$ cat config.mk
export PLATFORM = sky130hd
export DESIGN_NAME = fwft_upsizer
export DESIGN_NICKNAME = d
export VERILOG_FILES = /design/src/rtl/fwft_upsizer.sv
export SDC_FILE = /design/constraint.sdc
export NUM_CORES = 1
export LEC_CHECK = 0
export BUFFER_PORTS_ARGS = -buffer_cell sky130_fd_sc_hd__buf_2
export CAP_MARGIN = 20
export CORE_ASPECT_RATIO = 1.25
export CORE_MARGIN = 1.5
export CORE_UTILIZATION = 55
export CTS_BUF_LIST = sky130_fd_sc_hd__clkbuf_4
export CTS_CLUSTER_SIZE = 30
export DETAILED_ROUTE_END_ITERATION = 16
export GPL_ROUTABILITY_DRIVEN = 0
export PLACE_DENSITY = 0.79
export RECOVER_POWER = 25
export SYNTH_ARGS = -nofsm -noshare
export SYNTH_HDL_FRONTEND = slang
export SYNTH_SLANG_ARGS = --single-unit
$ cat constraint.sdc
create_clock -name clk -period 1.8 [get_ports clk]
set_input_delay 0.36 -clock clk [delete_from_list [all_inputs] [get_ports clk]]
set_output_delay 0.36 -clock clk [all_outputs]
set_load 0.01 [all_outputs]
$ cat src/rtl/fwft_upsizer.sv
// fwft_upsizer: packs RATIO narrow words popped from an upstream FWFT FIFO
// into one wide output word with a per-lane keep mask.
// Optional partial-word flush: define FWFT_UPSIZER_FLUSH_EN to add i_flush.
module fwft_upsizer #(
  parameter int unsigned IN_WIDTH = 8,
  parameter int unsigned RATIO    = 4
) (
  input  logic                      clk,
  input  logic                      rst_n,
  input  logic                      i_clr,
  input  logic                      i_empty,
  input  logic [IN_WIDTH-1:0]       i_rd_data,
  output logic                      o_rd_en,
  output logic                      o_valid,
  input  logic                      i_ready,
  output logic [IN_WIDTH*RATIO-1:0] o_data,
  output logic [RATIO-1:0]          o_keep
`ifdef FWFT_UPSIZER_FLUSH_EN
  ,
  input  logic                      i_flush
`endif
);

  localparam int unsigned     LW    = (RATIO > 1) ? $clog2(RATIO) : 1;
  localparam int unsigned     OW    = IN_WIDTH * RATIO;
  localparam logic [LW-1:0]   LAST  = LW'(RATIO - 1);

  logic [LW-1:0]       lane_idx;
  logic [IN_WIDTH-1:0] lane_q [RATIO];

  logic                valid_q;
  logic [OW-1:0]       data_q;
  logic [RATIO-1:0]    keep_q;

  logic                flush_pending;
  logic                flush_emit;
  logic [OW-1:0]       flush_word;
  logic [RATIO-1:0]    flush_keep;

  logic                stall;
  logic                rd_en;
  logic                complete;
  logic                out_free;
  logic [OW-1:0]       full_word;

  // The last lane can only be popped when the output register can take the word.
  assign stall    = (lane_idx == LAST) && valid_q && !i_ready;
  assign rd_en    = !i_empty && !stall && !flush_pending && !i_clr && rst_n;
  assign complete = rd_en && (lane_idx == LAST);
  assign out_free = !valid_q || i_ready;

  assign o_rd_en  = rd_en;
  assign o_valid  = valid_q;
  assign o_data   = data_q;
  assign o_keep   = keep_q;

  // Full word: stored lanes below the last, plus the word being popped now.
  always_comb begin
    full_word = '0;
    for (int unsigned k = 0; k < RATIO - 1; k++) begin
      full_word[k*IN_WIDTH +: IN_WIDTH] = lane_q[k];
    end
    full_word[(RATIO-1)*IN_WIDTH +: IN_WIDTH] = i_rd_data;
  end

`ifdef FWFT_UPSIZER_FLUSH_EN
  logic flush_drop;

  assign flush_emit = flush_pending && (lane_idx != '0) && out_free;
  assign flush_drop = flush_pending && (lane_idx == '0);

  // Partial word: filled lanes below lane_idx, unfilled lanes forced to zero.
  always_comb begin
    flush_word = '0;
    flush_keep = '0;
    for (int unsigned k = 0; k < RATIO; k++) begin
      if (k < 32'(lane_idx)) begin
        flush_word[k*IN_WIDTH +: IN_WIDTH] = lane_q[k];
        flush_keep[k]                      = 1'b1;
      end
    end
  end

  // Flush request latch; a pop in the request cycle lands before it is served.
  always_ff @(posedge clk) begin
    if (!rst_n || i_clr) begin
      flush_pending <= 1'b0;
    end else if (i_flush) begin
      flush_pending <= 1'b1;
    end else if (flush_emit || flush_drop) begin
      flush_pending <= 1'b0;
    end
  end
`else
  assign flush_pending = 1'b0;
  assign flush_emit    = 1'b0;
  assign flush_word    = '0;
  assign flush_keep    = '0;
`endif

  // Lane write index; wraps after the group completes or a partial word is flushed.
  always_ff @(posedge clk) begin
    if (!rst_n || i_clr) begin
      lane_idx <= '0;
    end else if (rd_en) begin
      lane_idx <= (lane_idx == LAST) ? '0 : lane_idx + LW'(1);
    end else if (flush_emit) begin
      lane_idx <= '0;
    end
  end

  // Lane storage; contents only matter below lane_idx, so no reset is needed.
  always_ff @(posedge clk) begin
    if (rd_en) begin
      lane_q[lane_idx] <= i_rd_data;
    end
  end

  // Output register: load on completion or flush, otherwise drain on handshake.
  always_ff @(posedge clk) begin
    if (!rst_n || i_clr) begin
      valid_q <= 1'b0;
      data_q  <= '0;
      keep_q  <= '0;
    end else if (complete) begin
      valid_q <= 1'b1;
      data_q  <= full_word;
      keep_q  <= '1;
    end else if (flush_emit) begin
      valid_q <= 1'b1;
      data_q  <= flush_word;
      keep_q  <= flush_keep;
    end else if (valid_q && i_ready) begin
      valid_q <= 1'b0;
    end
  end

endmodule
==> results by group <==
Run status
  – Status: complete, no violations

Clock network
  – Post-CTS Hold Fix Bufs: 0
  – Clk buf depth: 2
  – Clk sink count: 60
  – Total clock buffers created by CTS: 9
  – CTS tree: built
  – Root buffer cell: clkbuf_4
  – CTS H-tree lvls: 3
  – Worst-path clk slew: approximately 0.10 ns
  – Worst-Skew Late Latency: approximately 0.38 ns

Cells and area
  – Layout Nets: 263
  – N_diodes: 0
  – Filler cells: approximately 340
  – Layout cells sized above 1: 24.7%
  – Design area: 2610 sq um
  – Area grow syn2layout: 18.0%
  – Final core occ: 68.5%

Synthesis
  – Synth cell count leaders: a21oi_1, dfxtp_1, nand3_1, o21ai_0, edfxtp_1
  – Syn. warnings: 0
  – Post-synthesis async set-or-reset flop share: 0%
  – Area of the mapped netlist: roughly 2200 sq um
  – Synth cell types: 21
  – Most used DFF post-synth: dfxtp_1
  – Largest cells by area after synthesis: dfxtp_1, edfxtp_1, a21oi_1
  – Top-area cell type share of the netlist area: about a third
  – Sequential fraction of the synthesis area: 65.1%
  – Avg Inst Size Synth: 11.0 sq um
  – Cell taking the most area after synthesis: dfxtp_1
  – Cells after Synth: 201
  – Syn_nets: 218
  – Post-synth EDFFs: 24
  – Flops & latches, synth: 60

STA
  – RSZ-0062 raised after global routing: no
  – Relative slew slack: approximately 62%
  – Min Hold Slack: 0.240 ns
  – Fin crit period: 1.71 ns
  – Skew final: ~0.011 ns
  – Finish-stage setup viols: 0
  – Final slew viol count: 0
  – Worst slew pin tran: 0.565 ns
  – Period utilization: a little over nine tenths
  – Setup TNS: 0 ns
  – Final hold vios: 0
  – Max Clk Rate: 0.583 GHz

Critical path
  – Worst r2r src: lane_idx[0]
  – Startpoint Class: register
  – Req. time, crit path: 1.44 ns
  – Critical Path Fanout Max: 6
  – CP Capture Type: output port
  – Crit Path Category: register to output port
  – Crit path launch: lane_idx[0]
  – Worst EP arrival: about 1.4 ns

Floorplan
  – Die Area: 4420 sq um
  – Ports: 51
  – Die Wd: 59.7 um
  – Starting density of the core: 58.0%
  – Core Box Area: between 3000 and 4000 sq um
  – Std-Cell Rows: 25
  – Die Y: 73.9 um

GRT
  – GRT Resource Usage Total: 22.0%
  – Largest net degree at the start of global routing: 37
  – Vias in the first global route: 1,522
  – First-pass GRT wire length: approximately 7 mm
  – Initial antenna violation count: 0
  – Grt total ovfl: 0

Drt
  – Drt drc: 0
  – Post-route ant nets: 0
  – Via density per instance: between 5 and 6
  – Vias: roughly 1,600
  – Drt first pass iters: 4
  – Avg WL per Cell: about 14 um
  – WL final: 4.30 mm
  – DRT iter0 DRCs: 91

Place
  – Input/output buffers: 50
  – Placed wire-length estimate: 2.70 mm
  – DP Area: between 2000 and 2500 sq um

Flow run
  – Max Cap Viol: 0

Power
  – Power Dens Cells: 962 nW/um^2
  – Leak: between 0.9 and 1 nW
  – Maximum vdd drop: ~0.8 mV

Min path
  – Min-delay src: i_rd_data[7]
  – HP Class: input port to register
## registers in the layout, summed over array words and instances (netlist names)
register  cells
lane_idx      2
o_keep        1
o_valid       1
o_data       32
lane_q       24
## metal layers
layer | global-route usage [%] | share of wire [%] | vias up
li1 | - | - | 808
met1 | 26.0 | 43 | 763
met2 | 34.9 | 49 | 48
met3 | 7.39 | 5.5 | 5
met4 | 12.3 | 1.9 | 0
met5 | 0 | 0 | -
## critical path, cell delays in order, from the launching register on
cell	delay [ns]
dfxtp_2	0.37
ha_4	0.19
a211oi_4	0.24
buf_2	0.17
## where the power goes
part	internal [mW]	leakage [nW]	switching [mW]	total, mW
Sequential	1.42	0.508	0.00489	1.42
Combinational	0.0172	0.345	0.0374	0.0546
Clock	0.568	0.0815	0.465	1.03
Total	2.01	0.934	0.508	2.51
## layout by cell type, fill, tap and decap left out
cell        instances
a211oi_4            1
a21oi_1            36
and2_1              3
buf_2              36
buf_4               5
bufinv_16           2
clkbuf_1           14
clkbuf_4           10
clkinv_1            2
clkinv_2            1
clkinvlp_4          1
dfxtp_1            35
dfxtp_2             1
edfxtp_1           24
ha_1                3
ha_4                1
inv_1               2
mux2_2              1
nand2b_1            2
nand2b_2            1
nand3_1            33
nor2_1              2
nor2b_2             2
nor3_1              1
o21ai_0            26
o21ai_1             6
## cell type report
type	instances	area, sq um	share of cell area [%]
flip-flops and latches	60	1440	55.2
repair buffers	55	270	10.3
well taps	54	67.6	2.59
inverters	2	7.51	0.287
multi-input cells	118	669	25.6
clock buffers	10	75.1	2.87
clock inverters	6	80.1	3.07
## worst paths after layout
| kind | endpoint | slack [ns] | cells past startpoint |
|---|---|---|---|
| worst max-delay path | o_rd_en | 0.09 | 3 |
| worst min-delay path | lane_q[0][7] | 0.24 | 1 |
| worst max register to register | lane_q[2][5] | 0.14 | 4 |
| worst min register to register | o_data[0] | 0.48 | 2 |
## kinds of logic after synthesis
logic type | Yosys count | share of synthesized area [%]
AOI/OAI and AO/OA | 69 | 16.3
DFF | 60 | 65.1
buffers and inverters | 23 | 5.31
and+or+nand+nor | 44 | 10.5
adders and majority gates | 4 | 2.26
muxes | 1 | 0.509
## metrics by stage
step / cells / power (mW) / setup WS, ns
CTS: 305 / 2.53 / 0.0268
global route: 305 / 2.59 / 0.0171
finish: 305 / 2.51 / 0.0856
global placement: 288 / 1.51 / 0.158
floorplan: 201 / 1.48 / 0.201
detailed placement: 288 / 1.51 / 0.0625
## repair_timing
item / in CTS / in global routing
resized for setup: 2 / 1
endpoints found under the setup margin: 1 / 3
pin swaps: 1 / 0
setup buffers: 1 / 0
Note: power is estimated with default switching activity, not from simulation.
